===== src/rtl/regfile_bist.sv =====
// March-test BIST controller for a 32x32 register file; owns the write and read ports while Busy.
// Optional macro REGFILE_BIST_STOP_ON_FAIL_EN: end the sequence on the first mismatching read.
module regfile_bist #(
    parameter int unsigned WIDTH    = 32,
    parameter int unsigned ADDRBITS = 5
) (
    input  logic                Clk,
    input  logic                Reset,
    input  logic                Start,
    output logic                Busy,
    output logic                Done,
    output logic                Pass,
    output logic [ADDRBITS-1:0] FailAddr,
    output logic [1:0]          FailPort,
    output logic [7:0]          ErrCount,
    input  logic [WIDTH-1:0]    ReadData1,
    input  logic [WIDTH-1:0]    ReadData2,
    output logic [WIDTH-1:0]    WriteData,
    output logic [ADDRBITS-1:0] WriteRegister,
    output logic                RegWrite,
    output logic [ADDRBITS-1:0] ReadRegister1,
    output logic [ADDRBITS-1:0] ReadRegister2
);

    localparam int unsigned ERR_W  = 8;
    localparam int unsigned ERR_SW = ERR_W + 1;
    localparam logic [ADDRBITS-1:0] K_LAST    = '1;
    localparam logic [WIDTH-1:0]    HOLD_DATA = WIDTH'(32'hDEADBEEF);
    localparam logic [ERR_W-1:0]    ERR_MAX   = '1;

    typedef enum logic [2:0] {
        S_IDLE, S_FILL_A, S_CHECK_A, S_FILL_B, S_CHECK_B, S_HOLD, S_CHECK_H, S_DONE
    } state_t;

    state_t              state_q, state_d;
    logic [ADDRBITS-1:0] k_q, k_d;
    logic                busy_q, busy_d, done_q, done_d, pass_q, pass_d;
    logic [ADDRBITS-1:0] fail_addr_q, fail_addr_d;
    logic [1:0]          fail_port_q, fail_port_d;
    logic [ERR_W-1:0]    err_count_q, err_count_d;
    logic [WIDTH-1:0]    wr_data_q, wr_data_d;
    logic [ADDRBITS-1:0] wr_reg_q, wr_reg_d, rd_reg1_q, rd_reg1_d, rd_reg2_q, rd_reg2_d;
    logic                reg_write_q, reg_write_d;

    logic                is_check;
    logic [1:0]          mism;
    logic [ERR_SW-1:0]   err_sum;

    function automatic logic [WIDTH-1:0] pat_a(input logic [ADDRBITS-1:0] k);
        return WIDTH'(k);
    endfunction

    // Register zero always reads back zero; the rest hold the pattern of the last fill.
    function automatic logic [WIDTH-1:0] expected(input state_t s, input logic [ADDRBITS-1:0] r);
        if (r == '0)          return '0;
        else if (s == S_CHECK_A) return pat_a(r);
        else                  return ~pat_a(r);
    endfunction

    function automatic state_t next_sweep(input state_t s);
        case (s)
            S_FILL_A:  return S_CHECK_A;
            S_CHECK_A: return S_FILL_B;
            S_FILL_B:  return S_CHECK_B;
            S_CHECK_B: return S_HOLD;
            S_HOLD:    return S_CHECK_H;
            default:   return S_DONE;
        endcase
    endfunction

    assign is_check = (state_q == S_CHECK_A) || (state_q == S_CHECK_B) || (state_q == S_CHECK_H);
    assign mism     = {(ReadData2 != expected(state_q, ~k_q)),
                       (ReadData1 != expected(state_q, k_q))} & {2{is_check}};
    assign err_sum  = ERR_SW'(err_count_q) + ERR_SW'(mism[0]) + ERR_SW'(mism[1]);

    // Sequencing and result accumulation.
    always_comb begin
        state_d     = state_q;
        k_d         = k_q;
        busy_d      = busy_q;
        done_d      = done_q;
        pass_d      = pass_q;
        fail_addr_d = fail_addr_q;
        fail_port_d = fail_port_q;
        err_count_d = err_count_q;

        case (state_q)
            S_IDLE, S_DONE: begin
                if (Start) begin
                    state_d     = S_FILL_A;
                    k_d         = '0;
                    busy_d      = 1'b1;
                    done_d      = 1'b0;
                    pass_d      = 1'b1;
                    fail_addr_d = '0;
                    fail_port_d = '0;
                    err_count_d = '0;
                end
            end
            default: begin
                k_d = k_q + ADDRBITS'(1);
                if (k_q == K_LAST) begin
                    state_d = next_sweep(state_q);
                    if (state_d == S_DONE) begin
                        busy_d = 1'b0;
                        done_d = 1'b1;
                    end
                end
                if (|mism) begin
                    pass_d      = 1'b0;
                    err_count_d = err_sum[ERR_SW-1] ? ERR_MAX : err_sum[ERR_W-1:0];
                    if (pass_q) begin
                        fail_port_d = mism;
                        fail_addr_d = mism[0] ? k_q : ~k_q;
                    end
`ifdef REGFILE_BIST_STOP_ON_FAIL_EN
                    state_d = S_DONE;
                    k_d     = '0;
                    busy_d  = 1'b0;
                    done_d  = 1'b1;
`endif
                end
            end
        endcase
    end

    // Port values for the upcoming cycle, so they are flop outputs yet track state and k.
    always_comb begin
        wr_data_d   = '0;
        wr_reg_d    = '0;
        reg_write_d = 1'b0;
        rd_reg1_d   = '0;
        rd_reg2_d   = '0;
        case (state_d)
            S_FILL_A: begin
                wr_reg_d    = k_d;
                wr_data_d   = pat_a(k_d);
                reg_write_d = 1'b1;
            end
            S_FILL_B: begin
                wr_reg_d    = k_d;
                wr_data_d   = ~pat_a(k_d);
                reg_write_d = 1'b1;
            end
            S_HOLD: begin
                wr_reg_d  = k_d;
                wr_data_d = HOLD_DATA;
            end
            S_CHECK_A, S_CHECK_B, S_CHECK_H: begin
                rd_reg1_d = k_d;
                rd_reg2_d = ~k_d;
            end
            default: ;
        endcase
    end

    always_ff @(posedge Clk) begin
        if (Reset) begin
            state_q     <= S_IDLE;
            k_q         <= '0;
            busy_q      <= 1'b0;
            done_q      <= 1'b0;
            pass_q      <= 1'b0;
            fail_addr_q <= '0;
            fail_port_q <= '0;
            err_count_q <= '0;
            wr_data_q   <= '0;
            wr_reg_q    <= '0;
            reg_write_q <= 1'b0;
            rd_reg1_q   <= '0;
            rd_reg2_q   <= '0;
        end else begin
            state_q     <= state_d;
            k_q         <= k_d;
            busy_q      <= busy_d;
            done_q      <= done_d;
            pass_q      <= pass_d;
            fail_addr_q <= fail_addr_d;
            fail_port_q <= fail_port_d;
            err_count_q <= err_count_d;
            wr_data_q   <= wr_data_d;
            wr_reg_q    <= wr_reg_d;
            reg_write_q <= reg_write_d;
            rd_reg1_q   <= rd_reg1_d;
            rd_reg2_q   <= rd_reg2_d;
        end
    end

    assign Busy          = busy_q;
    assign Done          = done_q;
    assign Pass          = pass_q;
    assign FailAddr      = fail_addr_q;
    assign FailPort      = fail_port_q;
    assign ErrCount      = err_count_q;
    assign WriteData     = wr_data_q;
    assign WriteRegister = wr_reg_q;
    assign RegWrite      = reg_write_q;
    assign ReadRegister1 = rd_reg1_q;
    assign ReadRegister2 = rd_reg2_q;

endmodule


===== config.mk =====
export PLATFORM = sky130hd
export DESIGN_NAME = regfile_bist
export DESIGN_NICKNAME = d
export VERILOG_FILES = /design/src/rtl/regfile_bist.sv
export SDC_FILE = /design/constraint.sdc
export NUM_CORES = 1
export LEC_CHECK = 0
export CAP_MARGIN = 20
export CORE_ASPECT_RATIO = 0.9
export CORE_MARGIN = 8
export CORE_UTILIZATION = 44
export CTS_CLUSTER_DIAMETER = 30
export CTS_CLUSTER_SIZE = 25
export DETAILED_ROUTE_END_ITERATION = 8
export PLACE_DENSITY = 0.81
export SLEW_MARGIN = 10
export SYNTH_ARGS = -nofsm -noshare
export SYNTH_HDL_FRONTEND = slang
export SYNTH_SLANG_ARGS = --single-unit

===== constraint.sdc =====
create_clock -name Clk -period 5.25 [get_ports Clk]
set_input_delay 1.3125 -clock Clk [delete_from_list [all_inputs] [get_ports Clk]]
set_output_delay 1.3125 -clock Clk [all_outputs]
set_load 0.01 [all_outputs]

==> run metrics, run 1 <==
Worst Tran Pin Value=between 0.7 and 0.8 ns; Synth cell types=64; sequential area share after synthesis=about 30%; final wirelength=between 9000 and 10000 um; Lkg Pwr=~1.7 nW; required time of the critical path=~5.5 ns; Worst Setup Start Kind=primary input; post-synth top area cell=dfxtp_1; Layout Nets=approximately 580; Yosys top cell area share=approximately 30%; synth warn=0; # fillers=between 600 and 700; DR top layer=met4; worst skew pair latency=approximately 0.31 ns; first-pass GRT wire length=approximately 16000 um; Avg Inst Size Synth=8.02 sq um; Final Hold Slack=0.471 ns; crit end category=flop; Vert. Die Dim=between 90 and 100 um; Final setup viols=0; CP Max Fanout=7; Hold Vio Cnt, Final=0; layout cell share with drive strength beyond 1=under 10%; DR vias/cell=5.72; port bufs=between 100 and 150; Worst slew margin=47.3%; Die Width=around 110 um; hpwl dp=~8000 um; clk_skew=0.00767 ns; crit path DAT=4.82 ns; DRC Markers=0; Die ar.=between 10000 and 15000 sq um; outcome=complete, no violations; end-of-flow core utilization=around three fifths; drt first pass iters=5; Hold Buf Count CTS=0; Max VDD drop=~170 uV; Post-synth EDFFs=0; GRT Overall Usage=roughly 18%; crit share post-route=between 80% and 90%; Layout area overhead=38.7%; Num CTS Buffers=5; clock tree sinks=just under 50; First DRT Iteration DRCs=roughly 250; Mapped Nets=slightly below 500; Yosys reg bits=49; max-slew violations=0; core outline area=approximately 7400 sq um; largest net degree at the start of global routing=21; number of global-route vias before repair=3310; met2 wire len=approximately 4700 um; initial antenna violation count=0; Met3 Routed Length=around 1100 um; gr ovfl total=0; Initial Utilization=44.6%; CTS Buffer Depth=2; postcts setup bufs=0; WL/cell=roughly 16 um; setup_tns=0 ns; Met1 Wirelength=approximately 3900 um; Main synth FF type=dfxtp_1; post-route minimum period=approximately 4.6 ns; CTS clk-pin slew, worst paths=~0.09 ns; MaxCap Viol Count=0; fmax=around 0.22 GHz; Cell Pwr Density=approximately 170 nW/um^2; Max H-tree Level=2; type of the worst setup path=in -> reg; Site Rows=30; routability cong.=roughly 0.92; number of inserted diodes=0; Clock Root Buffer=clkbuf_8; post-synthesis async set-or-reset flop share=0%; PostCTS Resize Cnt=0; CTS tree=built; IO Pins=133; via count=3464; RSZ-0062 raised after global routing=false; Synth Cell Area=roughly 3300 sq um; HP Class=reg -> reg; Routed Antenna Nets=0; Cells after Synth=roughly 400; ranking of synthesized cells by area=dfxtp_1, nor2_1, buf_4
==> path summary, 6_finish.rpt <==
path / depth (start not counted) / end / from / slack, ns
setup reg to reg: 16 / ErrCount[5] / k_q[0] / 0.87
hold reg to reg: 1 / FailAddr[4] / FailAddr[4] / 0.47
setup / recovery: 14 / ErrCount[5] / ReadData2[2] / 0.63
hold / removal: 1 / FailAddr[4] / FailAddr[4] / 0.47
==> registers in the layout, summed over array words and instances, names as in the netlist <==
register       cells
Busy               1
Done               1
ErrCount           8
FailAddr           5
FailPort           2
Pass               1
ReadRegister1      5
ReadRegister2      5
RegWrite           1
WriteData          7
WriteRegister      5
k_q                5
state_q            3
==> critical path, cell delays in order <==
cell,delay (ns)
clkdlybuf4s50_1,0.60
or3b_2,0.46
a21oi_1,0.16
o31ai_1,0.14
a22oi_1,0.29
a21oi_1,0.15
fa_1,0.45
ha_1,0.24
nand3_1,0.15
nor2_1,0.08
nand3_1,0.12
a21oi_1,0.08
or3_1,0.33
a32o_1,0.25
==> per-layer routing <==
metal	GRT usage [%]	vias up
li1	-	1689
met4	4.43	0
met2	30.4	160
met3	5.99	16
met5	0	-
met1	21.1	1599
==> power breakdown <==
part | internal [mW] | switching [mW]
registers | 0.376 | 0.00676
clock network | 0.145 | 0.133
logic | 0.0697 | 0.0536
total | 0.591 | 0.193
==> cell usage after synthesis, drive strengths merged, types with 5 or more instances <==
library cell,number
nor2,68
dfxtp,49
buf,33
nand4,22
nand2,19
a21oi,18
nand3,18
nor4,16
nor3,13
inv,12
o21ai,11
clkbuf,9
nor2b,9
mux2i,8
xnor2,8
and3,7
a22oi,6
ha,6
o211ai,6
and2,5
and4,5
nor3b,5
==> cell families (layout without fill, tap and decap cells) <==
| group | after synthesis | count (layout) | synth area share, % |
|---|---|---|---|
| AO/OA/AOI/OAI | 77 | 77 | 18.0 |
| flip-flops | 49 | 49 | 29.8 |
| XOR/XNOR | 12 | 12 | 3.19 |
| multiplexers | 8 | 8 | 2.43 |
| buffers and inverters | 54 | 153 | 10.2 |
| AND/OR/NAND/NOR | 204 | 204 | 33.5 |
| adder cells (fa/ha/maj) | 7 | 7 | 2.89 |
==> through the flow <==
step	setup slack (ns)	std cells	power, mW	area, sq um
floorplan	1.25	411	0.436	3290
global placement	0.465	598	0.510	4450
detailed placement	0.384	598	0.513	4450
CTS	0.711	606	0.787	4570
global route	0.443	606	0.814	4570
finish	0.634	606	0.784	4570
==> area by class of cell <==
type,instances,area (sq um),area share (%)
multi-input combinational,308,1980,43.3
inverter,12,45.0,0.986
timing repair buffer,133,1330,29.1
tap,96,120,2.63
sequential,49,981,21.5
clock inverter,3,47.5,1.04
clock buffer,5,68.8,1.51
==> placed cells by master (no fill, tap or decap), types with 3 or more instances in the layout <==
master / Yosys / routed
clkdlybuf4s50_1: 0 / 132
nor2_1: 67 / 67
dfxtp_1: 49 / 49
nand4_1: 21 / 21
nand2_1: 19 / 19
nand3_1: 18 / 18
a21oi_1: 17 / 17
nor4_1: 16 / 16
nor3_1: 13 / 13
inv_1: 12 / 12
nor2b_1: 9 / 9
mux2i_1: 8 / 8
xnor2_1: 8 / 8
o21ai_0: 8 / 8
and3_1: 7 / 7
o211ai_1: 6 / 6
ha_1: 6 / 6
and2_1: 5 / 5
clkbuf_8: 0 / 5
xor2_1: 4 / 4
nand2b_1: 4 / 4
a22oi_1: 4 / 4
o2111ai_1: 4 / 4
nor3b_1: 4 / 4
a211o_1: 4 / 4
o31ai_1: 3 / 3
and4_1: 3 / 3
o21ai_1: 3 / 3
a21o_1: 3 / 3
a211oi_1: 3 / 3
a221o_1: 3 / 3
(Power assumes the default switching activity.)
==> inputs of run 2 (changes only) <==
--- a/config.mk
+++ b/config.mk
@@ -9,6 +9,7 @@
 export CORE_ASPECT_RATIO = 0.9
 export CORE_MARGIN = 8
 export CORE_UTILIZATION = 44
+export CTS_BUF_LIST = sky130_fd_sc_hd__clkbuf_8 sky130_fd_sc_hd__clkbuf_16
 export CTS_CLUSTER_DIAMETER = 30
 export CTS_CLUSTER_SIZE = 25
 export DETAILED_ROUTE_END_ITERATION = 8
==> results of run 2 <==
No change in the layout: final DEF, timing and power equal those of run 1.
